## config.mk

```make
export PLATFORM = sky130hd
export DESIGN_NAME = dl_router
export DESIGN_NICKNAME = d
export VERILOG_FILES = /design/src/rtl/dl_router.sv
export SDC_FILE = /design/constraint.sdc
export NUM_CORES = 1
export LEC_CHECK = 0
export BUFFER_PORTS_ARGS = -buffer_cell sky130_fd_sc_hd__buf_2
export CORE_MARGIN = 2
export CORE_UTILIZATION = 45
export CTS_CLUSTER_DIAMETER = 200
export CTS_CLUSTER_SIZE = 28
export DETAILED_ROUTE_END_ITERATION = 7
export PLACE_DENSITY = 0.79
export SYNTH_ARGS = -nofsm -noshare
export SYNTH_HDL_FRONTEND = slang
export SYNTH_SLANG_ARGS = --single-unit
export TNS_END_PERCENT = 5
```

## constraint.sdc

```tcl
create_clock -name clk_sys -period 2.2 [get_ports clk_sys]
set_input_delay 0 -clock clk_sys [delete_from_list [all_inputs] [get_ports clk_sys]]
set_output_delay 0 -clock clk_sys [all_outputs]
set_load 0.05 [all_outputs]
```

## src/rtl/dl_router.sv

```systemverilog
// dl_router: filters one ioctl index, decodes address windows and packs download bytes into DW-bit words
// with byte enables, delivered over valid/ready with ioctl_wait back-pressure.
module dl_router #(
   parameter int REGIONS = 4,
   parameter int DW = 16,
   parameter int AW = 25,
   parameter logic [7:0] INDEX = 8'd0,
   parameter logic [REGIONS*AW-1:0] BASES = '0,
   parameter logic [REGIONS*AW-1:0] SIZES = '0,
   parameter bit BIG_ENDIAN = 1'b0,
   localparam int BPW = DW / 8,
   localparam int RW = REGIONS > 1 ? $clog2(REGIONS) : 1
) (
   input  logic               clk_sys,
   input  logic               reset_n,
   input  logic               ioctl_download,
   input  logic               ioctl_wr,
   input  logic [AW-1:0]      ioctl_addr,
   input  logic [7:0]         ioctl_dout,
   input  logic [7:0]         ioctl_index,
   output logic               ioctl_wait,
   output logic               out_valid,
   input  logic               out_ready,
   output logic [RW-1:0]      out_region,
   output logic [AW-1:0]      out_addr,
   output logic [DW-1:0]      out_data,
   output logic [BPW-1:0]     out_be,
   output logic [REGIONS-1:0] region_loaded,
   output logic               dl_done,
   output logic               err_oob
);
   localparam int LW = BPW > 1 ? $clog2(BPW) : 1;
   localparam int LB = $clog2(BPW);

   for (genvar r = 0; r < REGIONS; r++) begin : g_chk
      if ({1'b0, BASES[r*AW +: AW]} + {1'b0, SIZES[r*AW +: AW]} > {1'b1, {AW{1'b0}}}) begin : g_err
         $error("dl_router: region %0d extends past the address space", r);
      end
   end

   logic dl_q, active, ending, pend_v, out_last;
   logic [AW-1:0] pend_addr;
   logic [7:0] pend_dat;
   logic [RW-1:0] acc_region;
   logic [AW-1:0] acc_waddr;
   logic [DW-1:0] acc_data;
   logic [BPW-1:0] acc_be;

   logic start, fall, hs, out_free, pv, byte_v, hit, last, diff, complete, use_b;
   logic park, acc_take, acc_clr, load_old, load_new, flush_c, load, done;
   logic [AW-1:0] b_addr, base, size, la, waddr;
   logic [7:0] b_dat;
   logic [RW-1:0] sel;
   logic [LW-1:0] lane;
   logic [DW-1:0] a_data, m_data;
   logic [BPW-1:0] a_be, m_be;

   assign start = ioctl_download && !dl_q && ioctl_index == INDEX;
   assign fall = !ioctl_download && dl_q && active;
   assign hs = out_valid && out_ready;
   assign out_free = !out_valid || out_ready;
   // a start wipes the accumulator and pending slot before this cycle's byte is merged
   assign a_be = start ? '0 : acc_be;
   assign a_data = start ? '0 : acc_data;
   assign pv = pend_v && !start;
   assign byte_v = pv ? out_free : ioctl_download && ioctl_wr && ioctl_index == INDEX && !ioctl_wait;
   assign b_addr = pv ? pend_addr : ioctl_addr;
   assign b_dat = pv ? pend_dat : ioctl_dout;
   assign ioctl_wait = pend_v;

   always_comb begin
      hit = 1'b0;
      sel = '0;
      base = '0;
      size = '0;
      for (int i = REGIONS - 1; i >= 0; i--)
         if ({1'b0, b_addr} >= {1'b0, BASES[i*AW +: AW]} &&
             {1'b0, b_addr} < {1'b0, BASES[i*AW +: AW]} + {1'b0, SIZES[i*AW +: AW]}) begin
            hit = 1'b1;
            sel = RW'(i);
            base = BASES[i*AW +: AW];
            size = SIZES[i*AW +: AW];
         end
   end

   assign la = b_addr - base;
   assign waddr = la >> LB;
   assign lane = LW'(la & AW'(BPW - 1));
   assign last = la == size - AW'(1);
   assign diff = |a_be && (sel != acc_region || waddr != acc_waddr);
   assign complete = lane == LW'(BPW - 1) || last;
   assign m_be = (diff ? '0 : a_be) | (BPW'(1) << lane);
   assign m_data = (diff ? '0 : a_data) |
                   (DW'(b_dat) << (BIG_ENDIAN ? DW - 8 - 8 * int'(lane) : 8 * int'(lane)));

   // a byte needing a second flush in the same cycle (old word plus its own) waits in the pending slot
   assign use_b = byte_v && hit;
   assign park = use_b && (out_free ? diff && complete : diff || complete);
   assign load_old = use_b && out_free && diff;
   assign load_new = use_b && out_free && !diff && complete;
   assign flush_c = !use_b && !pv && (fall || ending) && |a_be && out_free;
   assign load = load_old || load_new || flush_c;
   assign acc_take = use_b && !complete && (out_free || !diff);
   assign acc_clr = (use_b && out_free && complete) || flush_c;
   assign done = ending && !start && !(|a_be) && !pv && !out_valid;

   always_ff @(posedge clk_sys or negedge reset_n)
      if (!reset_n) begin
         dl_q <= 1'b0;
         active <= 1'b0;
         ending <= 1'b0;
         pend_v <= 1'b0;
         pend_addr <= '0;
         pend_dat <= '0;
         acc_region <= '0;
         acc_waddr <= '0;
         acc_data <= '0;
         acc_be <= '0;
         out_valid <= 1'b0;
         out_region <= '0;
         out_addr <= '0;
         out_data <= '0;
         out_be <= '0;
         out_last <= 1'b0;
         region_loaded <= '0;
         dl_done <= 1'b0;
         err_oob <= 1'b0;
      end else begin
         dl_q <= ioctl_download;
         active <= start || (active && !fall);
         ending <= !start && (fall || (ending && !done));
         dl_done <= done;
         err_oob <= (err_oob && !start) || (byte_v && !hit);
         region_loaded <= (start ? '0 : region_loaded) | (hs && out_last ? REGIONS'(1) << out_region : '0);
         pend_v <= park || (pv && !byte_v);
         if (park) begin
            pend_addr <= b_addr;
            pend_dat <= b_dat;
         end
         acc_region <= acc_take ? sel : acc_region;
         acc_waddr <= acc_take ? waddr : acc_waddr;
         acc_data <= acc_take ? m_data : acc_clr ? '0 : a_data;
         acc_be <= acc_take ? m_be : acc_clr ? '0 : a_be;
         out_valid <= load || (out_valid && !out_ready);
         if (load) begin
            out_region <= load_new ? sel : acc_region;
            out_addr <= load_new ? waddr : acc_waddr;
            out_data <= load_new ? m_data : a_data;
            out_be <= load_new ? m_be : a_be;
            out_last <= load_new && last;
         end
      end
endmodule
```

==> key figures, run 1 <==
Cells and area
  – NumNets Final: ~270
  – Share of cells above drive strength 1: between 20% and 30%
  – Commonest cells after routing, fill and taps aside: dfrtp_1 (43), buf_2 (34), conb_1 (31)
  – Area delta synth->final: 10.21%
  – Final instance area: 2161 µm²
  – Diodes inserted: 0
  – Leading cell type in the layout, fill and taps excluded: dfrtp_1

Clocking
  – CTS clk-pin slew, worst paths: roughly 0.08 ns
  – CTS root buf: clkbuf_8
  – CTS H-Tree Depth: 2
  – CTS Buffer Depth: 2
  – Post-CTS Setup Bufs: 0
  – Total CTS buffers: 5
  – Clk_lat worst skew: about 0.28 ns
  – Clk sinks: 43
  – CTS tree: built

Synth
  – Post-synthesis sequential area ratio: approximately 55%
  – Synthesis warning total: 0
  – Area leader, netlist: dfrtp_1
  – Post-synth cell types: 25
  – Largest cells by area after synthesis: dfrtp_1 (55%), buf_4 (12%), mux2i_1 (9.2%), nor2b_1 (6.4%), nand2_1 (3.6%)
  – Synth top area share: between 50% and 60%
  – Number of synthesized register bits: 43
  – Syn_area_per_cell: between 10 and 15 µm²
  – Syn Inst Count: 179
  – Synthesized area: just under 2000 µm²

Outcome
  – Status: finished clean

Drt
  – Vias per cell: roughly 4.3
  – Post-DRT Antenna Nets: 0
  – Final WL: ~2900 µm
  – Residual DRC count: 0
  – DRT Pass-1 Iters: 4
  – DR vias: roughly 1,200
  – 1st-iter DRT viols: between 50 and 60
  – WL/cell: between 10 and 15 µm

Worst setup path
  – Critical Path, Cell by Cell: nor2b_4, or3_1, or3b_1, buf_4, mux2i_1
  – WP data arrival: roughly 1.9 ns
  – Critical Path Sink Type: flop
  – Worst Path Max Fanout: 20
  – Delay-heaviest family, CP: simple AND/OR/NAND/NOR gates
  – Largest stage delay, worst path: about 0.40 ns
  – Type of origin of the critical path: flop
  – Crit path buffers/inverters: 1
  – CP max-delay cell: dfrtp_1
  – Crit path required time: around 2.4 ns
  – Setup Crit Path Kind: reg -> reg

STA
  – Worst slew pin tran: 0.9429 ns
  – Clock skew: ~0.0064 ns
  – Fmax: 569.4 MHz
  – Unrepaired setup endpoints after global routing: no
  – Setup TNS: 0 ns
  – Final setup vio count: 0
  – Tcrit/Tclk final: 79.83%
  – Final Critical Period: ~1.8 ns
  – Final Max Slew Viols: 0
  – Final hold viol count: 0
  – Relative slew slack: between 30% and 40%
  – WHS: 0.06363 ns

GRT
  – Global route total overflow: 0
  – Largest net degree at the start of global routing: between 40 and 50
  – Tot GR Track Use: about 13%
  – Vias in the first global route: 1,118
  – Initial antenna violation count: 0
  – First-pass GRT wire length: between 4000 and 5000 µm

Pwr
  – Switching pwr: 0.3913 mW
  – Clock network fraction of total power: approximately 33%
  – Internal Power: between 1 and 1.5 mW
  – Reg power frac: between 50 and 60%
  – Pwr Density: 659.9 nW/µm²
  – Switching share of power: a little over a quarter
  – Combinational power share: 11.4%
  – Leak: approximately 1.2 nW
  – Tot Pwr: approximately 1.4 mW
  – Peak supply drop: 0.3562 mV

Job
  – Max cap viols: 0

Die
  – IO Count: a little under 100
  – Row cnt: 24
  – Core area: between 4000 and 5000 µm²
  – Die Ht: around 70 µm
  – Die ar.: just under 5000 µm²
  – Die W: about 70 µm
  – Initial core utilization: 45.98%

Placed design
  – Hpwl dp: ~2000 µm
  – Final Wtd Congestion: about 0.78
  – DP Area: just over 2000 µm²
  – PortBufs: 34

Worst hold path
  – Min-Delay Path Class: in -> reg
## power groups by stage
stage / Combinational, mW / Clock (mW) / Sequential, mW
finish: 0.162 / 0.466 / 0.798
global route: 0.171 / 0.519 / 0.799
CTS: 0.163 / 0.492 / 0.798
detailed placement: 0.158 / 0 / 0.814
global placement: 0.157 / 0 / 0.814
floorplan: 0.165 / 0 / 0.819
## metrics by stage
stage | instances | utilization (%) | setup WS [ns]
4_1_cts | 272 | 50.67 | 0.4160
3_5_place_dp | 261 | 48.06 | 0.4368
5_1_grt | 272 | 50.67 | 0.3564
6_report | 272 | 50.67 | 0.4438
2_1_floorplan | 209 | - | 0.2095
3_3_place_gp | 261 | 48.06 | 0.4614
## layout make-up
cell class,count,area (µm²)
repair buffers,40,222.7
inverters,18,67.56
well taps,52,65.06
clock inverters,1,5.005
fillers,435,2103
clock buffers,7,76.32
flip-flops and latches,43,1076
multi-input cells,111,648.1
## final timing paths
| kind | startpoint | end | slack (ns) | cells after the start |
|---|---|---|---|---|
| max | out_valid | out_data[5] | 0.44 | 5 |
| min | out_ready | out_valid | 0.06 | 3 |
| max reg2reg | out_valid | out_data[5] | 0.44 | 5 |
| min reg2reg | acc_data[14] | acc_data[14] | 0.51 | 2 |
| max in group asynchronous | reset_n | out_data[13] | 1.20 | 2 |
| min in group asynchronous | reset_n | acc_be[0] | 0.41 | 2 |
## metal layers
metal / vias to the layer above / wire length, µm / track usage (%)
met5: - / 0 / 0
met4: 0 / 48 / 6.410
met3: 4 / 131 / 2.453
met2: 32 / 1441 / 21.69
met1: 550 / 1278 / 14.67
li1: 579 / - / -
## what timing repair did
item,4_1_cts,5_1_grt
setup endpoints to repair,0,0
hold buffers,3,0
hold endpoints to repair,46,0
resized for setup,0,0
## state kept, by name, summed over array words and instances (netlist names), 2 cells and up
name and cells:
acc_be 2, out_be 2, acc_data 16, out_data 16
## cell families after synthesis
family | count (synthesis) | synth area share [%]
simple gates | 55 | 15.76
buf+inv | 55 | 17.80
flops | 43 | 54.88
mux | 18 | 9.189
compound gates | 7 | 2.170
other cells | 1 | 0.1913
## synthesized netlist by cell type
| master | count |
|---|---|
| nand2_1 | 19 |
| o21ai_0 | 3 |
| nor2_1 | 2 |
| nand2b_1 | 1 |
| nor4_1 | 3 |
| dfrtp_1 | 43 |
| nor4b_1 | 1 |
| or2b_1 | 1 |
| buf_8 | 1 |
| or3_1 | 2 |
| buf_6 | 2 |
| nor2b_4 | 1 |
| or3b_1 | 1 |
| mux2i_1 | 18 |
| inv_1 | 18 |
| and3_1 | 2 |
| o41ai_1 | 1 |
| nand3b_1 | 1 |
| a21oi_1 | 2 |
| buf_4 | 31 |
| conb_1 | 1 |
| nand4b_1 | 1 |
| clkbuf_1 | 3 |
| nor2b_1 | 20 |
| o2bb2ai_1 | 1 |
## worst register-to-register path: stages, from the launching register on
cell and delay, ns:
dfrtp_1 0.40, nor2b_4 0.13, or3_1 0.33, or3b_1 0.40, buf_4 0.23, mux2i_1 0.15
(Power assumes the default switching activity.)
==> inputs of run 2 (changes only) <==
--- a/config.mk
+++ b/config.mk
@@ -5,13 +5,14 @@
 export SDC_FILE = /design/constraint.sdc
 export NUM_CORES = 1
 export LEC_CHECK = 0
+export ABC_AREA = 1
 export BUFFER_PORTS_ARGS = -buffer_cell sky130_fd_sc_hd__buf_2
 export CORE_MARGIN = 2
-export CORE_UTILIZATION = 45
+export CORE_UTILIZATION = 42
 export CTS_CLUSTER_DIAMETER = 200
 export CTS_CLUSTER_SIZE = 28
 export DETAILED_ROUTE_END_ITERATION = 7
-export PLACE_DENSITY = 0.79
+export PLACE_DENSITY = 0.76
 export SYNTH_ARGS = -nofsm -noshare
 export SYNTH_HDL_FRONTEND = slang
 export SYNTH_SLANG_ARGS = --single-unit
==> constraint.sdc (replaced) <==
create_clock -name clk_sys -period 1.6 [get_ports clk_sys]
set_input_delay 0 -clock clk_sys [delete_from_list [all_inputs] [get_ports clk_sys]]
set_output_delay 0 -clock clk_sys [all_outputs]
set_load 0.05 [all_outputs]
==> key figures, run 2 <==
Job
  – Max cap viols: 0 (unchanged)

Clocking
  – Clk sinks: 43 (unchanged)
  – Hold Buf Count CTS: 3 (unchanged)
  – CTS root buf: clkbuf_8
  – Total CTS buffers: 5 (unchanged)
  – CTS H-Tree Depth: 2 (unchanged)
  – CTS clk-pin slew, worst paths: 0.07 ns (about the same)
  – CTS Buffer Depth: 2 (unchanged)
  – CTS tree: built
  – PostCTS Resize Cnt: 0 (unchanged)
  – Post-CTS Setup Bufs: 0 (unchanged)
  – Clk_lat worst skew: 0.29 ns (about the same)

Cells and area
  – Diodes inserted: 0 (unchanged)
  – Fillers: 496 (+14%)
  – Storage cell area: 1076 µm² (unchanged)
  – Area of the multi-input gates: 795.8 µm² (+23%)
  – Share of cells above drive strength 1: 24.35% (+4.4 points)
  – NumNets Final: 317 (+20%)
  – Commonest cells after routing, fill and taps aside: nand2_1 (44), dfrtp_1 (43), buf_2 (34)
  – Layout Utilization: 47.51% (-3.2 points)
  – Largest regs: acc_data (16), out_data (16)
  – Final instance area: 2411 µm² (+12%)
  – Area delta synth->final: 10.56%
  – Leading cell type in the layout, fill and taps excluded: nand2_1

Die
  – Core area: 5075 µm² (+19%)
  – Die ar.: 5785 µm² (+18%)
  – Die Ht: 76.06 µm (+8.6%)
  – Initial core utilization: 42.97% (-3.0 points)
  – Die W: 76.06 µm (+8.6%)
  – Row cnt: 26 (+8.3%)
  – IO Count: 99 (unchanged)

Placed design
  – Final Wtd Congestion: 0.7249 (-7.2%)
  – Hpwl dp: 2398 µm (+18%)
  – PortBufs: 34 (unchanged)
  – DP Area: 2293 µm² (+12%)

Synth
  – Synthesized area: 2181 µm² (+11%)
  – Async SR Flop Fraction: 100.0% (unchanged)
  – Post-synth cell types: 24 (-4.0%)
  – Post-synth EDFFs: 0 (unchanged)
  – Area leader, netlist: dfrtp_1
  – Number of synthesized register bits: 43 (unchanged)
  – Top-count cell post-synth: nand2_1
  – Synth Flop Type: dfrtp_1
  – Post-synthesis sequential area ratio: 49.34% (-5.5 points)
  – Synth top area share: 49.34% (-5.5 points)
  – Largest cells by area after synthesis: dfrtp_1 (49%), buf_4 (11%), nand2_1 (7.6%), a21boi_0 (5.5%), nor2_1 (4.6%)
  – Syn_area_per_cell: 9.441 µm² (-14%)
  – Syn Inst Count: 231 (+29%)
  – Synth top cells by count: nand2_1 (44), dfrtp_1 (43), buf_4 (33)
  – Synthesis warning total: 0 (unchanged)

STA
  – Setup TNS: 0 ns (unchanged)
  – Clock skew: 0.002983 ns (-0.003418 ns)
  – Unrepaired setup endpoints after global routing: no
  – Final hold viol count: 0 (unchanged)
  – Worst slew pin tran: 0.6045 ns (-0.3385 ns)
  – Fmax: 714.5 MHz (+25%)
  – Final Critical Period: 1.400 ns (-0.3565 ns)
  – Relative slew slack: 59.70% (+23 points)
  – Tcrit/Tclk final: 87.48% (+7.7 points)
  – Final setup vio count: 0 (unchanged)
  – Final Max Slew Viols: 0 (unchanged)

Worst setup path
  – R2r startpoint: dl_q
  – Crit path required time: 1.78 ns (-0.58 ns)
  – R2R Setup Slk: 0.20 ns (-0.24 ns)
  – Setup Crit Path Kind: reg -> reg
  – Type of origin of the critical path: flop
  – RR Endpoint: out_data[5]
  – Critical Path Sink Type: flop
  – Worst Path Max Fanout: 18 (-10%)
  – WP data arrival: 1.58 ns (-0.34 ns)
  – Number of cells on the worst reg-to-reg path: 9 (+4)

Worst hold path
  – Min-Delay Path Class: in -> reg
  – Hold Path Stages: 3 (unchanged)
  – Endpoint, Worst Hold: err_oob
  – Worst hold start: out_ready

GRT
  – Initial antenna violation count: 0 (unchanged)
  – Global route total overflow: 0 (unchanged)
  – Vias in the first global route: 1,324 (+18%)
  – Tot GR Track Use: 12.39% (-0.12 points)
  – Largest net degree at the start of global routing: 29 (-34%)
  – First-pass GRT wire length: 5816 µm (+19%)

Drt
  – Vias per cell: 4.150 (-3.1%)
  – Final WL: 3469 µm (+20%)
  – DRT Pass-1 Iters: 4 (unchanged)
  – 1st-iter DRT viols: 33 (-40%)
  – DR vias: 1,415 (+21%)
  – Residual DRC count: 0 (unchanged)
  – WL/cell: 10.17 µm (-4.6%)
  – Post-DRT Antenna Nets: 0 (unchanged)

Pwr
  – Peak supply drop: 0.5207 mV (+46%)
  – Leak: 1.416 nW (+14%)
  – Pwr Density: 856.7 nW/µm² (+30%)

Outcome
  – Status: finished clean
==> run 2: cell types whose count changed after synthesis, moves of 3 or more <==
cell      delta
nand3_1      +9
nor2_1      +25
mux2i_1     -18
nand3_2     +10
inv_1        +7
nor4_1       -3
nand2_1     +25
a21boi_0    +16
nand2_4      +3
nor2b_1     -20
==> run 2: how the worst max path moves through the flow <==
stage	to	depth (start not counted)	start	slack [ns]
2_1_floorplan	out_data[10]	7	out_valid	0.11
3_3_place_gp	out_data[10]	9	dl_q	0.24
3_5_place_dp	out_data[5]	9	dl_q	0.19
4_1_cts	out_data[5]	9	dl_q	0.18
5_1_grt	out_data[2]	10	ioctl_download	0.04
6_report	out_data[5]	9	dl_q	0.20
==> run 2: report_power, final <==
group	switching, mW	internal (mW)
combinational	0.228	0.0434
sequential	0.00773	1.11
clock	0.337	0.338
total	0.573	1.49
==> run 2: metrics by stage <==
stage | setup slack, ns | power [mW] | hold slack, ns | instances
after floorplan | 0.1118 | 1.417 | -0.2956 | 261
after global placement | 0.2400 | 1.402 | 0.04269 | 331
after detailed placement | 0.1860 | 1.407 | 0.04729 | 331
after global routing | 0.03682 | 2.152 | 0.07404 | 341
final | 0.2003 | 2.065 | 0.008383 | 341
after CTS | 0.1777 | 2.091 | 0.01198 | 341
==> run 2: final cells by class <==
class                   count  area share, %
flip-flops and latches     43          44.63
repair buffers             43          11.21
clock inverters             1         0.2076
multi-input cells         153          33.00
clock buffers               6          3.425
inverters                  25          3.892
well taps                  70          3.633
==> run 2: cells by family (layout without fill, tap and decap cells) <==
family | after synthesis | after routing | synth area share [%]
compound gates | 25 | 25 | 8.434
buf+inv | 65 | 75 | 19.33
flops | 43 | 43 | 49.34
other cells | 1 | 31 | 0.1720
simple gates | 97 | 97 | 22.72
==> run 2: metal layers <==
metal | vias to the layer above | track usage (%) | wire length [µm] | part of all wire [%]
li1 | 730 | - | - | -
met4 | 0 | 7.636 | 72 | 2.1
met5 | - | 0 | 0 | 0
met3 | 7 | 2.370 | 164 | 4.7
met2 | 44 | 20.00 | 1609 | 46
met1 | 634 | 15.40 | 1623 | 47
==> run 2: worst max-delay path, stage by stage, from the launching register on <==
cell	delay (ns)
dfrtp_1	0.35
inv_1	0.05
nor2_1	0.08
nand2_1	0.07
nand2_1	0.13
inv_1	0.08
a21oi_4	0.13
nand3_4	0.22
nand2_1	0.12
nand2_1	0.06
==> inputs of run 3 (changes only) <==
--- a/config.mk
+++ b/config.mk
@@ -7,12 +7,14 @@
 export LEC_CHECK = 0
 export ABC_AREA = 1
 export BUFFER_PORTS_ARGS = -buffer_cell sky130_fd_sc_hd__buf_2
+export CELL_PAD_IN_SITES_DETAIL_PLACEMENT = 0
+export CELL_PAD_IN_SITES_GLOBAL_PLACEMENT = 2
 export CORE_MARGIN = 2
-export CORE_UTILIZATION = 42
+export CORE_UTILIZATION = 24
 export CTS_CLUSTER_DIAMETER = 200
 export CTS_CLUSTER_SIZE = 28
 export DETAILED_ROUTE_END_ITERATION = 7
-export PLACE_DENSITY = 0.76
+export PLACE_DENSITY_LB_ADDON = 0.1
 export SYNTH_ARGS = -nofsm -noshare
 export SYNTH_HDL_FRONTEND = slang
 export SYNTH_SLANG_ARGS = --single-unit
==> key figures, run 3 (synthesis results as in run 2) <==
Clocking
  – CTS root buf: clkbuf_8
  – CTS H-Tree Depth: 2 (unchanged)
  – CTS tree: built
  – Total CTS buffers: 5 (unchanged)
  – PostCTS Resize Cnt: 0 (unchanged)
  – Clk_lat worst skew: 0.30 ns (about the same)
  – CTS Buffer Depth: 2 (unchanged)
  – CTS clk-pin slew, worst paths: 0.09 ns (+0.02 ns)
  – Clk sinks: 43 (unchanged)

Pwr
  – Pwr Density: 884.2 nW/µm² (+3.2%)
  – Leak: 1.444 nW (+2.0%)
  – Tot Pwr: 2.227 mW (+7.8%)
  – Peak supply drop: 0.3051 mV (-41%)

Drt
  – WL/cell: 11.08 µm (+8.9%)
  – Final WL: 4242 µm (+22%)
  – DR vias: 1,469 (+3.8%)
  – 1st-iter DRT viols: 37 (+12%)
  – DRT Pass-1 Iters: 4 (unchanged)
  – Vias per cell: 3.836 (-7.6%)
  – Post-DRT Antenna Nets: 0 (unchanged)
  – Residual DRC count: 0 (unchanged)

Cells and area
  – Non-Filler Instances: 383 (+12%)
  – Storage cell area: 1076 µm² (unchanged)
  – Final instance area: 2519 µm² (+4.5%)
  – Area delta synth->final: 15.49%
  – NumNets Final: 321 (+1.3%)
  – Fillers: 972 (+96%)
  – Layout Utilization: 28.74% (-19 points)
  – Share of cells above drive strength 1: 24.73% (+0.37 points)
  – Area of the multi-input gates: 795.8 µm² (unchanged)
  – Leading cell type in the layout, fill and taps excluded: nand2_1
  – Commonest cells after routing, fill and taps aside: nand2_1 (44), dfrtp_1 (43), buf_2 (34)
  – Diodes inserted: 0 (unchanged)
  – Largest regs: acc_data (16), out_data (16)

Die
  – Row cnt: 34 (+31%)
  – Die ar.: 9865 µm² (+71%)
  – Die Ht: 99.33 µm (+31%)
  – Die W: 99.33 µm (+31%)
  – IO Count: 99 (unchanged)
  – Initial core utilization: 24.89% (-18 points)
  – Core area: 8763 µm² (+73%)

Placed design
  – Hpwl dp: 2799 µm (+17%)
  – Final Wtd Congestion: 0.6274 (-13%)
  – Cells after DPL: 370 (+12%)
  – DP Area: 2349 µm² (+2.4%)
  – PortBufs: 34 (unchanged)

GRT
  – Tot GR Track Use: 9.197% (-3.2 points)
  – Global route total overflow: 0 (unchanged)
  – Vias in the first global route: 1,433 (+8.2%)
  – First-pass GRT wire length: 7086 µm (+22%)
  – Largest net degree at the start of global routing: 24 (-17%)
  – Initial antenna violation count: 0 (unchanged)

Worst setup path
  – WP data arrival: 1.58 ns (about the same)
  – RR Endpoint: acc_data[10]
  – Type of origin of the critical path: input port
  – Setup Crit Path Kind: in -> reg
  – Crit path required time: 1.77 ns (about the same)
  – Worst Path Max Fanout: 14 (-4)
  – Cell mode on critical path: nand2_4
  – Critical Path Sink Type: flop
  – R2R Setup Slk: 0.19 ns (about the same)
  – R2r startpoint: dl_q
  – Critical Path, Cell by Cell: dlygate4sd3_1, buf_2, inv_1, nor2_1, nand2_4, nand2_4, nand2_4, nor2_8, buf_4, a21boi_0
  – Crit path buffers/inverters: 4 (+2)
  – Number of cells on the worst reg-to-reg path: 7 (-2)
  – Delay-heaviest family, CP: buffers and inverters
  – CP max-delay cell: dlygate4sd3_1
  – Largest stage delay, worst path: 0.52 ns (+0.17 ns)

STA
  – Tcrit/Tclk final: 88.29% (+0.81 points)
  – Clock skew: 0.01176 ns (+0.008774 ns)
  – Final setup vio count: 0 (unchanged)
  – Final Critical Period: 1.413 ns (+0.01296 ns)
  – Unrepaired setup endpoints after global routing: no
  – Setup TNS: 0 ns (unchanged)
  – Final Max Slew Viols: 0 (unchanged)
  – Fmax: 707.9 MHz (-0.92%)
  – Final hold viol count: 0 (unchanged)

Worst hold path
  – Min-Delay Path Class: in -> async

Outcome
  – Status: finished clean

Job
  – Max cap viols: 0 (unchanged)
[run 3: cell types whose count changed in the layout (fill, tap and decap cells not counted), sizes merged]
cell / delta
buf: +3
bufinv: +1
clkinv: -1
dlygate4sd3: +1
[run 3: cell type report]
| cell class | instances | share of cell area [%] |
|---|---|---|
| Clock inverter | 1 | 1.192 |
| Timing Repair Buffer | 47 | 12.52 |
| Sequential cell | 43 | 42.72 |
| Clock buffer | 6 | 2.881 |
| Inverter | 25 | 3.726 |
| Multi-Input combinational cell | 153 | 31.59 |
| Tap cell | 108 | 5.365 |
[run 3: stage by stage]
stage,hold slack (ns),worst slack (ns)
2_1_floorplan,-0.2956,0.1118
3_3_place_gp,-0.03289,0.1321
3_5_place_dp,-0.03599,0.09565
4_1_cts,0.1662,0.09204
5_1_grt,0.2007,0.05709
6_report,0.1639,0.1874
[run 3: where the power goes]
| part | total [mW] | internal [mW] | switching (mW) |
|---|---|---|---|
| Clock | 0.832 | 0.458 | 0.374 |
| Combinational | 0.277 | 0.0465 | 0.230 |
| Sequential | 1.12 | 1.11 | 0.00728 |
[run 3: timing repair]
item,in CTS,in global routing
endpoints found under the setup margin,0,11
endpoints found under the hold margin,18,0
hold buffers,4,0
buffers inserted,0,2
[run 3: metal layers]
metal,vias up,GRT usage (%),wire [µm],part of all wire (%)
li1,738,-,-,-
met1,684,11.66,2005,47
met2,43,14.81,1970,46
met3,4,2.319,227,5.4
met4,0,4.110,38,0.90
met5,-,0,0,0
[run 3: how the worst max path moves through the flow]
stage	depth (start not counted)	slack, ns	endpoint	start
6_report	10	0.19	acc_data[10]	ioctl_download
5_1_grt	11	0.06	out_data[8]	ioctl_download
4_1_cts	9	0.09	out_data[8]	dl_q
3_5_place_dp	9	0.1	out_data[8]	dl_q
3_3_place_gp	9	0.13	out_data[12]	dl_q
2_1_floorplan	7	0.11	out_data[10]	out_valid
[run 3: worst reg2reg max path, cell delays in order (launching register included)]
cell	delay, ns
dfrtp_1	0.38
nor2_1	0.19
nand2_4	0.14
nand2_4	0.11
nand2_4	0.07
nor2_8	0.10
buf_4	0.20
a21boi_0	0.11
